**src/rtl/led_uart_tx_if.sv**
```systemverilog
// LED-logger bus: capture controls in, UART line and FIFO status out.
interface led_uart_tx_if #(
    parameter int FIFO_DEPTH = 4
);
    logic                          enable_i;
    logic [7:0]                    led_i;
    logic                          tx_o;
    logic                          busy_o;
    logic [$clog2(FIFO_DEPTH):0]   fifo_count_o;
    logic                          overflow_o;

    modport master (
        output enable_i, led_i,
        input  tx_o, busy_o, fifo_count_o, overflow_o
    );

    modport slave (
        input  enable_i, led_i,
        output tx_o, busy_o, fifo_count_o, overflow_o
    );
endinterface

```
**src/rtl/led_uart_tx.sv**
```systemverilog
// Captures changes on the LED byte into a small FIFO and sends each one out
// as an 8N1 UART frame, so firmware LED writes can be logged on a host.
module led_uart_tx #(
    parameter int CLKS_PER_BIT = 52,
    parameter int FIFO_DEPTH   = 4
) (
    input  logic           clk_i,
    input  logic           reset_i,
    led_uart_tx_if.slave   bus
);
    localparam int BW = $clog2(CLKS_PER_BIT);
    localparam int AW = $clog2(FIFO_DEPTH);
    localparam int PW = AW + 1;
    localparam logic [BW-1:0] BAUD_LAST = BW'(CLKS_PER_BIT - 1);

    generate
        if (CLKS_PER_BIT < 2) begin : g_bad_cpb
            $error("CLKS_PER_BIT must be >= 2");
        end
        if (FIFO_DEPTH < 2 || (FIFO_DEPTH & (FIFO_DEPTH - 1)) != 0) begin : g_bad_depth
            $error("FIFO_DEPTH must be a power of two >= 2");
        end
    endgenerate

    typedef enum logic [1:0] {IDLE, START, DATA, STOP} state_t;

    state_t          state;
    logic [7:0]      led_q;
    logic [7:0]      mem [FIFO_DEPTH];
    logic [PW-1:0]   wptr, rptr, count;
    logic [BW-1:0]   baud;
    logic [2:0]      bit_idx;
    logic [7:0]      shift;
    logic            tx_q, overflow_q;
    logic            full, push_req, pop, push_ok, baud_done;

    // Pointers carry one extra bit so full and empty stay distinguishable.
    assign count     = wptr - rptr;
    assign full      = (count == PW'(FIFO_DEPTH));
    assign pop       = (state == IDLE) && (count != '0);
    assign push_req  = bus.enable_i && (bus.led_i != led_q);
    assign push_ok   = push_req && (!full || pop);
    assign baud_done = (baud == BAUD_LAST);

    always_ff @(posedge clk_i or posedge reset_i) begin
        if (reset_i) begin
            led_q      <= 8'h00;
            wptr       <= '0;
            overflow_q <= 1'b0;
        end else begin
            led_q <= bus.led_i;
            if (push_ok)
                wptr <= wptr + 1'b1;
            if (push_req && full && !pop)
                overflow_q <= 1'b1;
        end
    end

    // On a full push+pop the write lands in the slot being read; the pop
    // still sees the old byte because both are registered on the same edge.
    always_ff @(posedge clk_i) begin
        if (push_ok)
            mem[wptr[AW-1:0]] <= bus.led_i;
    end

    always_ff @(posedge clk_i or posedge reset_i) begin
        if (reset_i) begin
            state   <= IDLE;
            rptr    <= '0;
            baud    <= '0;
            bit_idx <= '0;
            shift   <= '0;
            tx_q    <= 1'b1;
        end else begin
            case (state)
                IDLE: begin
                    tx_q <= 1'b1;
                    if (pop) begin
                        shift <= mem[rptr[AW-1:0]];
                        rptr  <= rptr + 1'b1;
                        tx_q  <= 1'b0;
                        baud  <= '0;
                        state <= START;
                    end
                end
                START: begin
                    if (baud_done) begin
                        baud    <= '0;
                        tx_q    <= shift[0];
                        bit_idx <= '0;
                        state   <= DATA;
                    end else begin
                        baud <= baud + 1'b1;
                    end
                end
                DATA: begin
                    if (baud_done) begin
                        baud <= '0;
                        if (bit_idx == 3'd7) begin
                            tx_q  <= 1'b1;
                            state <= STOP;
                        end else begin
                            bit_idx <= bit_idx + 3'd1;
                            shift   <= shift >> 1;
                            tx_q    <= shift[1];
                        end
                    end else begin
                        baud <= baud + 1'b1;
                    end
                end
                STOP: begin
                    if (baud_done) begin
                        baud  <= '0;
                        state <= IDLE;
                    end else begin
                        baud <= baud + 1'b1;
                    end
                end
                default: state <= IDLE;
            endcase
        end
    end

    assign bus.tx_o         = tx_q;
    assign bus.busy_o       = (state != IDLE) || (count != '0);
    assign bus.fifo_count_o = count;
    assign bus.overflow_o   = overflow_q;
endmodule
```
**src/flat_wrapper.sv**
```systemverilog
// flat-port wrapper written by rule: the top's interface ports become plain ports
module led_uart_tx_flat 
#(
    parameter int CLKS_PER_BIT = 52,
    parameter int FIFO_DEPTH   = 4
)
  (clk_i, reset_i, bus_enable_i, bus_led_i, bus_tx_o, bus_busy_o, bus_fifo_count_o, bus_overflow_o);
  led_uart_tx_if #(.FIFO_DEPTH(FIFO_DEPTH)) bus_i ();
  input  logic clk_i;
  input  logic reset_i;
  input wire logic [$bits(bus_i.enable_i)-1:0] bus_enable_i;
  input wire logic [$bits(bus_i.led_i)-1:0] bus_led_i;
  output wire logic [$bits(bus_i.tx_o)-1:0] bus_tx_o;
  output wire logic [$bits(bus_i.busy_o)-1:0] bus_busy_o;
  output wire logic [$bits(bus_i.fifo_count_o)-1:0] bus_fifo_count_o;
  output wire logic [$bits(bus_i.overflow_o)-1:0] bus_overflow_o;
  assign bus_i.enable_i = bus_enable_i;
  assign bus_i.led_i = bus_led_i;
  assign bus_tx_o = bus_i.tx_o;
  assign bus_busy_o = bus_i.busy_o;
  assign bus_fifo_count_o = bus_i.fifo_count_o;
  assign bus_overflow_o = bus_i.overflow_o;
  led_uart_tx #(.CLKS_PER_BIT(CLKS_PER_BIT), .FIFO_DEPTH(FIFO_DEPTH)) u_core (.clk_i(clk_i), .reset_i(reset_i), .bus(bus_i));
endmodule
```
**config.mk**
```make
export PLATFORM = sky130hd
export DESIGN_NAME = led_uart_tx_flat
export DESIGN_NICKNAME = d
export VERILOG_FILES = /design/src/rtl/led_uart_tx_if.sv /design/src/rtl/led_uart_tx.sv /design/src/flat_wrapper.sv
export SDC_FILE = /design/constraint.sdc
export NUM_CORES = 1
export LEC_CHECK = 0
export ABC_AREA = 1
export ABC_CLOCK_PERIOD_IN_PS = 5900
export BUFFER_PORTS_ARGS = -buffer_cell sky130_fd_sc_hd__buf_2
export CAP_MARGIN = 10
export CORE_MARGIN = 8
export CORE_UTILIZATION = 60
export CTS_BUF_LIST = sky130_fd_sc_hd__clkbuf_8
export CTS_CLUSTER_SIZE = 10
export DETAILED_ROUTE_END_ITERATION = 8
export PLACE_DENSITY_LB_ADDON = 0.3
export SLEW_MARGIN = 10
export SYNTH_ARGS = -nofsm -noshare
export SYNTH_HDL_FRONTEND = slang
export SYNTH_SLANG_ARGS = --single-unit
```
**constraint.sdc**
```tcl
create_clock -name clk_i -period 5.9 [get_ports clk_i]
set_input_delay 0 -clock clk_i [delete_from_list [all_inputs] [get_ports clk_i]]
set_output_delay 0 -clock clk_i [all_outputs]
set_load 0.03 [all_outputs]
```
==> reports/metrics.cfg <==
[layout]
drive_gt1_frac=0.124
syn2layout_area_growth_pct=12.1
final_area_sq_mm=0.00364
nets=400
post_layout_nonfiller_instances=450
diodes=0

[pwr]
power_density_mw_per_mm2=511
p_int_uw=1060
switching_power_uw=801
swShare=0.430
p_comb_frac=0.435
max-vdd-ir-drop_uv=329
power_frac_clock=0.182
pwr-share-seq=0.383
leakage_uw=0.00173

[yosys]
synth_area_leaders=edfxtp_1 30%, dfrtp_1 26%, nand2_1 13%, ha_1 5.4%, nand3_1 4.9%
ys_ff_latch=67
ys_types=29
synth_area_leader_cell=edfxtp_1
syn-instance-count=345
ys_seq_area_frac=0.565
synth_area_per_cell_sq_um=9.42
synth_nets=371
yosysWarnings=0
syn_area_sq_mm=0.00325
synth_top_cell_area_share=0.296

[global_route]
antenna_found_initial=0
grt_usage=0.179
grt_pass1_wl_microns=10700
first_global_vias=2329
grt_max_degree=36
gr-total-overflow=0

[die]
start_util=0.605
die_w_microns=89.6
row_count=27
dieHeight_microns=89.6
ios=17
die_area_sq_mm=0.00803
core_area_sq_mm=0.00537

[clocking]
clkSlewWorstSetupHoldPaths_ps=70
clock_latency_ps=330
max-clock-path-buffers=2
cts_max_level=3
cts.sinks=67
cts_setup_buffers=0
cts_tree=yes
clockRootBuffer=clkbuf_8
cts_buffers=9

[drt]
drc=0
antenna_left=0
drt-initial-drc-count=209
first_pass_iters=5
wire_per_inst_microns=13.7
num_vias=2320
totalWireLength_microns=6180
vias_per_cell=5.16

[place]
postPlaceCellArea_sq_mm=0.00337
gp_congestion=0.878
dp_hpwl_microns=4330
io_buffers=16
placed_cells=425

[worst_hold_path]
hold_path_class=primary input to async pin

[worst_setup_path]
worstPathArrival_ps=2850
startpoint_type=flop
r2r_start=u_core.rptr[0]$_DFFE_PP0P_
end_kind=flop
crit_type=flop to flop
cp.required_ps=5860
reg2regPathDepth=9
crit_path_max_fanout=19
regToRegSetupSlack_ps=3010
worstReg2RegEnd=u_core.mem[0][2]$_DFFE_PP_

[sta]
final_hold_viol_count=0
relSlewSlack=0.559
period_needed_ps=2890
fin_skew_ps=7.66
tightest_slew_ps=660
fin_setup_tns_ps=0
slew_viol_final=0
setup_viol=0
max_freq_mhz=346
rsz0062_at_grt=false
fin_crit_sh=0.489
hold_slack_ps=321

[run]
cap_violations=0

[outcome]
outcome=complete, no violations

[flip-flops by register name, indices dropped and copies added, names as in the netlist]
register and flops:
u_core.rptr 3, u_core.wptr 3, u_core.baud 6, u_core.bus.tx_o 1, u_core.shift 8, u_core.mem 32
u_core.state 2, u_core.bit_idx 3, u_core.led_q 8, u_core.bus.overflow_o 1
[power groups by stage]
stage / sequential, uW / clock (uW) / combinational (uW)
after floorplan: 691 / 0 / 674
after global placement: 716 / 0 / 783
after detailed placement: 720 / 0 / 805
after CTS: 713 / 345 / 814
after global routing: 731 / 367 / 931
final: 714 / 339 / 811
[layout by cell type, fill, tap and decap left out, types with 3 or more instances in the layout]
cell | netlist | routed
nor2_1 | 21 | 21
xor2_1 | 3 | 3
edfxtp_1 | 32 | 32
inv_1 | 35 | 35
ha_1 | 14 | 14
o21ai_0 | 10 | 10
o21ai_1 | 5 | 5
nand3_1 | 32 | 32
xnor2_1 | 4 | 4
buf_2 | 5 | 16
nand2_1 | 114 | 114
clkbuf_8 | 0 | 11
nand4_1 | 11 | 11
dfrtp_1 | 34 | 34
dlygate4sd3_1 | 0 | 10
nand3_2 | 3 | 3
[synthesized netlist by cell type, drive strengths merged]
library cell	number
nand2	118
inv	37
nand3	36
dfrtp	34
edfxtp	32
nor2	23
o21ai	15
ha	14
nand4	11
buf	9
xnor2	4
xor2	3
a21oi	2
a21boi	1
a31oi	1
clkinv	1
dfstp	1
fa	1
o21bai	1
o22ai	1
[critical path, cell delays in order, from the launching register on]
cell and delay (ps):
dfrtp_1 590, ha_1 320, fa_1 380, inv_1 70, nand2_1 70, nand2_1 90, nand2_2 70, nand3_1 170
nand3_2 190, nor2_1 560
[layer usage]
metal  up-vias  share of wire  track usage
met3        11          0.045       0.0564
li1       1178              -            -
met4         0          0.016       0.0695
met1      1077           0.45        0.211
met5         -              0            0
met2        54           0.49        0.297
[timing repair]
action / CTS / global route
hold buffers: 10 / 0
gates resized for setup: 0 / 0
hold endpoints to repair: 78 / 0
[cell families (layout without fill, tap and decap cells)]
kind of cell    count (synthesis)  after routing  share of synthesized area
simple gates                  188            188                      0.256
flops                          67             67                      0.565
buf+inv                        47             80                     0.0631
compound gates                 21             21                     0.0370
fa+ha+maj                      15             15                     0.0600
xor+xnor                        7              7                     0.0189
[area by class of cell]
| class | count | area [sq um] |
|---|---|---|
| well taps | 72 | 90.1 |
| flip-flops and latches | 67 | 1840 |
| multi-input cells | 231 | 1210 |
| inverters | 38 | 143 |
| repair buffers | 27 | 188 |
| clock inverters | 4 | 26.3 |
| fillers | 409 | 1730 |
| clock buffers | 11 | 151 |
[stage by stage]
step                utilization  setup slack [ps]  power (uW)
floorplan                     -              3570        1370
global placement          0.627              3180        1500
detailed placement        0.627              3030        1520
CTS                       0.678              2990        1870
global route              0.678              2790        2030
finish                    0.678              3010        1860
[worst max path at each step]
| stage | from | end | cells after the start |
|---|---|---|---|
| 6_report | u_core.rptr[0]$_DFFE_PP0P_ | u_core.mem[0][2]$_DFFE_PP_ | 9 |
| 5_1_grt | u_core.rptr[0]$_DFFE_PP0P_ | u_core.mem[1][2]$_DFFE_PP_ | 9 |
| 4_1_cts | u_core.rptr[0]$_DFFE_PP0P_ | u_core.mem[0][2]$_DFFE_PP_ | 9 |
| 3_5_place_dp | u_core.rptr[0]$_DFFE_PP0P_ | u_core.mem[0][5]$_DFFE_PP_ | 9 |
| 3_3_place_gp | u_core.rptr[0]$_DFFE_PP0P_ | u_core.mem[2][2]$_DFFE_PP_ | 9 |
| 2_1_floorplan | u_core.wptr[0]$_DFFE_PP0P_ | u_core.mem[0][0]$_DFFE_PP_ | 10 |
Power figures use the tool's default switching activity.
